`config.mk`:
```
export PLATFORM = sky130hd
export DESIGN_NAME = spi_cmd_ctrl
export DESIGN_NICKNAME = d
export VERILOG_FILES = /design/src/rtl/spi_cmd_ctrl.sv
export SDC_FILE = /design/constraint.sdc
export NUM_CORES = 1
export LEC_CHECK = 0
export CAP_MARGIN = 25
export CORE_MARGIN = 2
export CORE_UTILIZATION = 35
export CTS_CLUSTER_DIAMETER = 50
export DETAILED_ROUTE_END_ITERATION = 6
export MAX_ROUTING_LAYER = met4
export PLACE_DENSITY_LB_ADDON = 0.12
export REMOVE_ABC_BUFFERS = 1
export SLEW_MARGIN = 20
export SYNTH_ARGS = -nofsm -noshare
export SYNTH_HDL_FRONTEND = slang
export SYNTH_SLANG_ARGS = --single-unit
```
`constraint.sdc`:
```
create_clock -name Clk -period 6.45 [get_ports Clk]
set_input_delay 1.6125 -clock Clk [delete_from_list [all_inputs] [get_ports Clk]]
set_output_delay 1.6125 -clock Clk [all_outputs]
set_load 0.05 [all_outputs]
```
`src/rtl/spi_cmd_ctrl.sv`:
```
// SPI command sequencer: parses framed byte packets into register writes,
// streamed framebuffer writes and (with FILL_CMD_EN defined) hardware fill runs.
module spi_cmd_ctrl #(
    parameter int ADDR_W = 16,
    parameter int CNT_W  = 16
) (
    input  logic              Clk,
    input  logic              Reset,
    input  logic              FrameActive,
    input  logic              ByteStrobe,
    input  logic [7:0]        ByteData,
    output logic              RegWe,
    output logic [7:0]        RegAddr,
    output logic [7:0]        RegData,
    output logic              MemWe,
    output logic [ADDR_W-1:0] MemAddr,
    output logic [7:0]        MemData,
    input  logic              MemReady,
    output logic              Busy,
    output logic              ErrCmd,
    output logic              Overrun
);
    typedef enum logic [3:0] {
        S_IDLE, S_CMD, S_REG_A, S_REG_D, S_ADR_H, S_ADR_L, S_STREAM, S_DISCARD
`ifdef FILL_CMD_EN
        , S_CNT_H, S_CNT_L, S_VAL, S_FILL
`endif
    } state_t;

    if (CNT_W < 1 || ADDR_W < 1) begin : g_param_check
        $error("spi_cmd_ctrl: ADDR_W and CNT_W must be positive");
    end

    state_t             state_reg, state_next;
    logic               strobe_d_reg, frame_d_reg;
    logic               reg_we_reg, reg_we_next;
    logic [7:0]         reg_addr_reg, reg_addr_next;
    logic [7:0]         reg_data_reg, reg_data_next;
    logic               mem_we_reg, mem_we_next;
    logic [ADDR_W-1:0]  mem_addr_reg, mem_addr_next;
    logic [7:0]         mem_data_reg, mem_data_next;
    logic [ADDR_W-1:0]  ptr_reg, ptr_next;
    logic [7:0]         adr_hi_reg, adr_hi_next;
    logic               err_reg, err_next;
    logic               ovr_reg, ovr_next;
    logic               in_fill;
`ifdef FILL_CMD_EN
    logic               fill_sel_reg, fill_sel_next;
    logic [7:0]         cnt_hi_reg, cnt_hi_next;
    logic [CNT_W-1:0]   cnt_reg, cnt_next;
    logic [7:0]         fill_val_reg, fill_val_next;
`endif

    logic byte_take, frame_start, frame_end, can_issue;
    logic [15:0] wide_addr;

    assign byte_take   = ByteStrobe && !strobe_d_reg && FrameActive;
    assign frame_start = FrameActive && !frame_d_reg;
    assign frame_end   = !FrameActive && frame_d_reg;
    // A new write may be launched when nothing is pending or the pending one is being accepted now.
    assign can_issue   = !mem_we_reg || MemReady;
    assign wide_addr   = {adr_hi_reg, ByteData};
`ifdef FILL_CMD_EN
    assign in_fill     = (state_reg == S_FILL);
`else
    assign in_fill     = 1'b0;
`endif

    always_ff @(posedge Clk or posedge Reset) begin
        if (Reset) begin
            state_reg    <= S_IDLE;
            strobe_d_reg <= 1'b0;
            frame_d_reg  <= 1'b0;
            reg_we_reg   <= 1'b0;
            reg_addr_reg <= '0;
            reg_data_reg <= '0;
            mem_we_reg   <= 1'b0;
            mem_addr_reg <= '0;
            mem_data_reg <= '0;
            ptr_reg      <= '0;
            adr_hi_reg   <= '0;
            err_reg      <= 1'b0;
            ovr_reg      <= 1'b0;
`ifdef FILL_CMD_EN
            fill_sel_reg <= 1'b0;
            cnt_hi_reg   <= '0;
            cnt_reg      <= '0;
            fill_val_reg <= '0;
`endif
        end else begin
            state_reg    <= state_next;
            strobe_d_reg <= ByteStrobe;
            frame_d_reg  <= FrameActive;
            reg_we_reg   <= reg_we_next;
            reg_addr_reg <= reg_addr_next;
            reg_data_reg <= reg_data_next;
            mem_we_reg   <= mem_we_next;
            mem_addr_reg <= mem_addr_next;
            mem_data_reg <= mem_data_next;
            ptr_reg      <= ptr_next;
            adr_hi_reg   <= adr_hi_next;
            err_reg      <= err_next;
            ovr_reg      <= ovr_next;
`ifdef FILL_CMD_EN
            fill_sel_reg <= fill_sel_next;
            cnt_hi_reg   <= cnt_hi_next;
            cnt_reg      <= cnt_next;
            fill_val_reg <= fill_val_next;
`endif
        end
    end

    always_comb begin
        state_next    = state_reg;
        reg_we_next   = 1'b0;
        reg_addr_next = reg_addr_reg;
        reg_data_next = reg_data_reg;
        mem_we_next   = mem_we_reg && !MemReady;
        mem_addr_next = mem_addr_reg;
        mem_data_next = mem_data_reg;
        ptr_next      = ptr_reg;
        adr_hi_next   = adr_hi_reg;
        err_next      = err_reg;
        ovr_next      = ovr_reg;
`ifdef FILL_CMD_EN
        fill_sel_next = fill_sel_reg;
        cnt_hi_next   = cnt_hi_reg;
        cnt_next      = cnt_reg;
        fill_val_next = fill_val_reg;
`endif

        if (frame_start) begin
            err_next = 1'b0;
            ovr_next = 1'b0;
            if (state_reg == S_IDLE) state_next = S_CMD;
        end
        if (frame_end && !in_fill) state_next = S_IDLE;

        if (byte_take && state_reg != S_IDLE) begin
            case (state_reg)
                S_CMD: begin
                    case (ByteData)
                        8'h01: state_next = S_REG_A;
                        8'h02: begin
                            state_next = S_ADR_H;
`ifdef FILL_CMD_EN
                            fill_sel_next = 1'b0;
`endif
                        end
`ifdef FILL_CMD_EN
                        8'h03: begin
                            state_next    = S_ADR_H;
                            fill_sel_next = 1'b1;
                        end
`endif
                        default: begin
                            err_next   = 1'b1;
                            state_next = S_DISCARD;
                        end
                    endcase
                end
                S_REG_A: begin
                    reg_addr_next = ByteData;
                    state_next    = S_REG_D;
                end
                S_REG_D: begin
                    reg_we_next   = 1'b1;
                    reg_data_next = ByteData;
                    state_next    = S_CMD;
                end
                S_ADR_H: begin
                    adr_hi_next = ByteData;
                    state_next  = S_ADR_L;
                end
                S_ADR_L: begin
                    ptr_next = ADDR_W'(wide_addr);
`ifdef FILL_CMD_EN
                    state_next = fill_sel_reg ? S_CNT_H : S_STREAM;
`else
                    state_next = S_STREAM;
`endif
                end
                S_STREAM: begin
                    if (can_issue) begin
                        mem_we_next   = 1'b1;
                        mem_addr_next = ptr_reg;
                        mem_data_next = ByteData;
                        ptr_next      = ptr_reg + ADDR_W'(1);
                    end else begin
                        ovr_next = 1'b1;
                    end
                end
`ifdef FILL_CMD_EN
                S_CNT_H: begin
                    cnt_hi_next = ByteData;
                    state_next  = S_CNT_L;
                end
                S_CNT_L: begin
                    cnt_next   = CNT_W'({cnt_hi_reg, ByteData});
                    state_next = S_VAL;
                end
                S_VAL: begin
                    fill_val_next = ByteData;
                    if (cnt_reg == '0) begin
                        state_next = S_CMD;
                    end else begin
                        state_next = S_FILL;
                        if (can_issue) begin
                            mem_we_next   = 1'b1;
                            mem_addr_next = ptr_reg;
                            mem_data_next = ByteData;
                            ptr_next      = ptr_reg + ADDR_W'(1);
                            cnt_next      = cnt_reg - CNT_W'(1);
                        end
                    end
                end
                S_FILL: ovr_next = 1'b1;
`endif
                default: ;
            endcase
        end

`ifdef FILL_CMD_EN
        // cnt_reg counts writes still to be launched; the run ends once the last one is accepted.
        if (state_reg == S_FILL && can_issue) begin
            if (cnt_reg != '0) begin
                mem_we_next   = 1'b1;
                mem_addr_next = ptr_reg;
                mem_data_next = fill_val_reg;
                ptr_next      = ptr_reg + ADDR_W'(1);
                cnt_next      = cnt_reg - CNT_W'(1);
            end else begin
                state_next = FrameActive ? S_CMD : S_IDLE;
            end
        end
`endif
    end

    assign RegWe   = reg_we_reg;
    assign RegAddr = reg_addr_reg;
    assign RegData = reg_data_reg;
    assign MemWe   = mem_we_reg;
    assign MemAddr = mem_addr_reg;
    assign MemData = mem_data_reg;
    assign Busy    = mem_we_reg || in_fill;
    assign ErrCmd  = err_reg;
    assign Overrun = ovr_reg;
endmodule

```
==> impl_metrics.yaml <==
status:
  status: "complete, no violations"
routing:
  drtIter0Drc: 164
  wirelength_um: 8050
  ant_nets: 0
  num_vias: 2466
  dr.pass1.iters: 4
  drc: 0
  wl_per_cell_um: 17.1
  vias_per_cell: 5.25
floorplan:
  die_h_um: 103
  initial_utilization: 0.355
  die_area_mm2: 0.0106
  rows: 36
  boundaryPins: 58
  fp.dieW_um: 103
  core_area_mm2: 0.00964
finish:
  nets: 346
  drive_gt1_frac: 0.234
  fill_cells: 928
  fin_cells: 470
  area_growth_pct: 25.9
  final_cell_mix: "dfrtp_1, clkdlybuf4s50_1, mux2_2"
  diodes: 0
  final_common_cell: "dfrtp_1"
clock_tree:
  cts_buffer_depth: 2
  cts_tree: "yes"
  numCtsBuffers: 9
  cts_resized: 0
  clkSinkCount: 74
  root_buffer: "clkbuf_8"
  cts_max_level: 3
  worstSkewPairLatency_ns: 0.36
  clkTransAtPathRegs_ns: 0.08
  post-cts-setup-buffers: 0
  ctsHoldBuffers: 0
yosys:
  synth_mux_area_frac: 0.161
  synth.ff_latch_count: 74
  synthAdderAreaFrac: 0.00365
  synth_compound_gate_area_share: 0.128
  ys_seq_area_frac: 0.541
  synth_warnings: 0
  synthSimpleGateAreaFrac: 0.130
  synth_top_family_by_area: "multiplexers"
  mappedNetlistArea_mm2: 0.00342
  synth.distinct_cells: 54
  synth-main-ff-cell: "dfrtp_1"
  synth-edff-count: 0
  syn_inst: 280
  synth_xor_area_frac: 0.00256
  ys_async_sr_fraction: 1.00
  syn-mean-instance-area_um2: 12.2
sta:
  fin_crit_ns: 3.67
  hold_violations: 0
  setup_viol: 0
  rsz0062_at_grt: "no"
  holdWs_ns: 0.506
  relSlewSlack: 0.289
  fin_skew_ns: 0.00987
  tightest_slew_ns: 1.06
  fin_crit_sh: 0.570
  max_freq_ghz: 0.272
  setup_tns_ns: 0
  slew_violations: 0
grt:
  grt_max_degree: 75
  grt_pass1_vias: 2397
  overflow: 0
  grt_pass1_wl_um: 13100
  antenna_found_initial: 0
  grt_usage: 0.170
power:
  ir_worst_vdd_mv: 0.179
  total_power_mw: 1.49
  clkPwrFrac: 0.242
  pwr-share-seq: 0.450
  power_density_mw_per_mm2: 346
  p_leak_nw: 1.87
  p_int_mw: 0.936
  switching_share: 0.373
  p_sw_mw: 0.557
  p_comb_frac: 0.308
setup_path:
  endpoint_kind: "register"
  start_kind: "primary input"
  crit_fanout: 19
  required_ns: 6.63
  cp.arrival_ns: 3.85
  criticalPathCategory: "primary input to register"
place:
  detailed_place_hpwl_um: 5310
  dp_cells: 453
  gp_congestion: 0.824
  io_buffers: 57
flow_run:
  max_cap_violations: 0
min_path:
  hold_class: "register to register"
[worst paths after layout]
kind,slack (ns),end,startpoint,cells past startpoint
worst max-delay path,2.78,ptr_reg[11],FrameActive,5
worst min-delay path,0.51,Overrun,Overrun,1
worst max register to register,3.62,MemAddr[4],state_reg[0],4
worst min register to register,0.51,Overrun,Overrun,1
max in group asynchronous,4.31,ptr_reg[11],Reset,4
min in group asynchronous,1.58,frame_d_reg,Reset,3
[power by group through the flow]
| stage | sequential (mW) | combinational, mW | clock (mW) |
|---|---|---|---|
| after global placement | 0.680 | 0.459 | 0 |
| after CTS | 0.672 | 0.464 | 0.372 |
| after floorplan | 0.819 | 0.154 | 0 |
| after global routing | 0.694 | 0.490 | 0.394 |
| after detailed placement | 0.681 | 0.462 | 0 |
| final | 0.672 | 0.461 | 0.361 |
[Yosys cell counts (2+ instances only)]
master	n	area share
clkbuf_1	4	0.0044
a2bb2oi_2	2	0.0088
inv_1	4	0.0044
a211oi_1	3	0.0066
nor3_1	8	0.012
nand3_1	6	0.0088
dfrtp_1	74	0.54
o31ai_1	2	0.0044
nand2_1	13	0.014
or4_1	2	0.0044
and3_1	2	0.0037
mux2_2	48	0.16
a32o_1	3	0.0088
nand2b_1	4	0.0073
buf_2	12	0.018
nor2_1	9	0.0099
a211oi_2	2	0.0073
o31a_1	2	0.0051
a2bb2oi_1	9	0.023
nor4_1	2	0.0037
a21oi_1	4	0.0058
a31oi_1	8	0.015
o22ai_1	5	0.0091
nand4_1	7	0.013
buf_4	3	0.0066
o21ai_0	11	0.016
nor2b_1	4	0.0073
[final cells by class]
| type | instances | area [um^2] | share of cell area |
|---|---|---|---|
| multi-input cells | 182 | 1460 | 0.338 |
| well taps | 133 | 166 | 0.0386 |
| clock inverters | 6 | 66.3 | 0.0154 |
| inverters | 4 | 15.0 | 0.00348 |
| clock buffers | 10 | 128 | 0.0296 |
| repair buffers | 61 | 628 | 0.146 |
| flip-flops and latches | 74 | 1850 | 0.429 |
[routing by layer]
layer | global-route usage | vias up | share of wire
met5 | - | - | 0
li1 | - | 1158 | -
met3 | 0.0332 | 9 | 0.049
met1 | 0.238 | 1225 | 0.47
met2 | 0.247 | 74 | 0.47
met4 | 0.0577 | 0 | 0.010
[worst max-delay path, cell delays in order]
cell	delay [ns]
clkdlybuf4s50_1	0.55
and3b_1	0.35
nand3b_4	0.27
nor2_1	0.88
a31oi_1	0.17
[logic make-up after synthesis]
kind of cell               Yosys count
DFF                                 74
and+or+nand+nor                     73
AOI/OAI and AO/OA                   58
muxes                               49
buffers and inverters               24
xor gates and xnor gates             1
adders and majority gates            1
[stage by stage]
| stage | utilization | setup WS [ns] | cell area [um^2] |
|---|---|---|---|
| floorplan | - | 2.96 | 3320 |
| global placement | 0.423 | 2.52 | 4080 |
| detailed placement | 0.424 | 2.43 | 4090 |
| CTS | 0.444 | 2.80 | 4280 |
| global route | 0.447 | 2.65 | 4310 |
| finish | 0.447 | 2.78 | 4310 |
(Power assumes the default switching activity.)
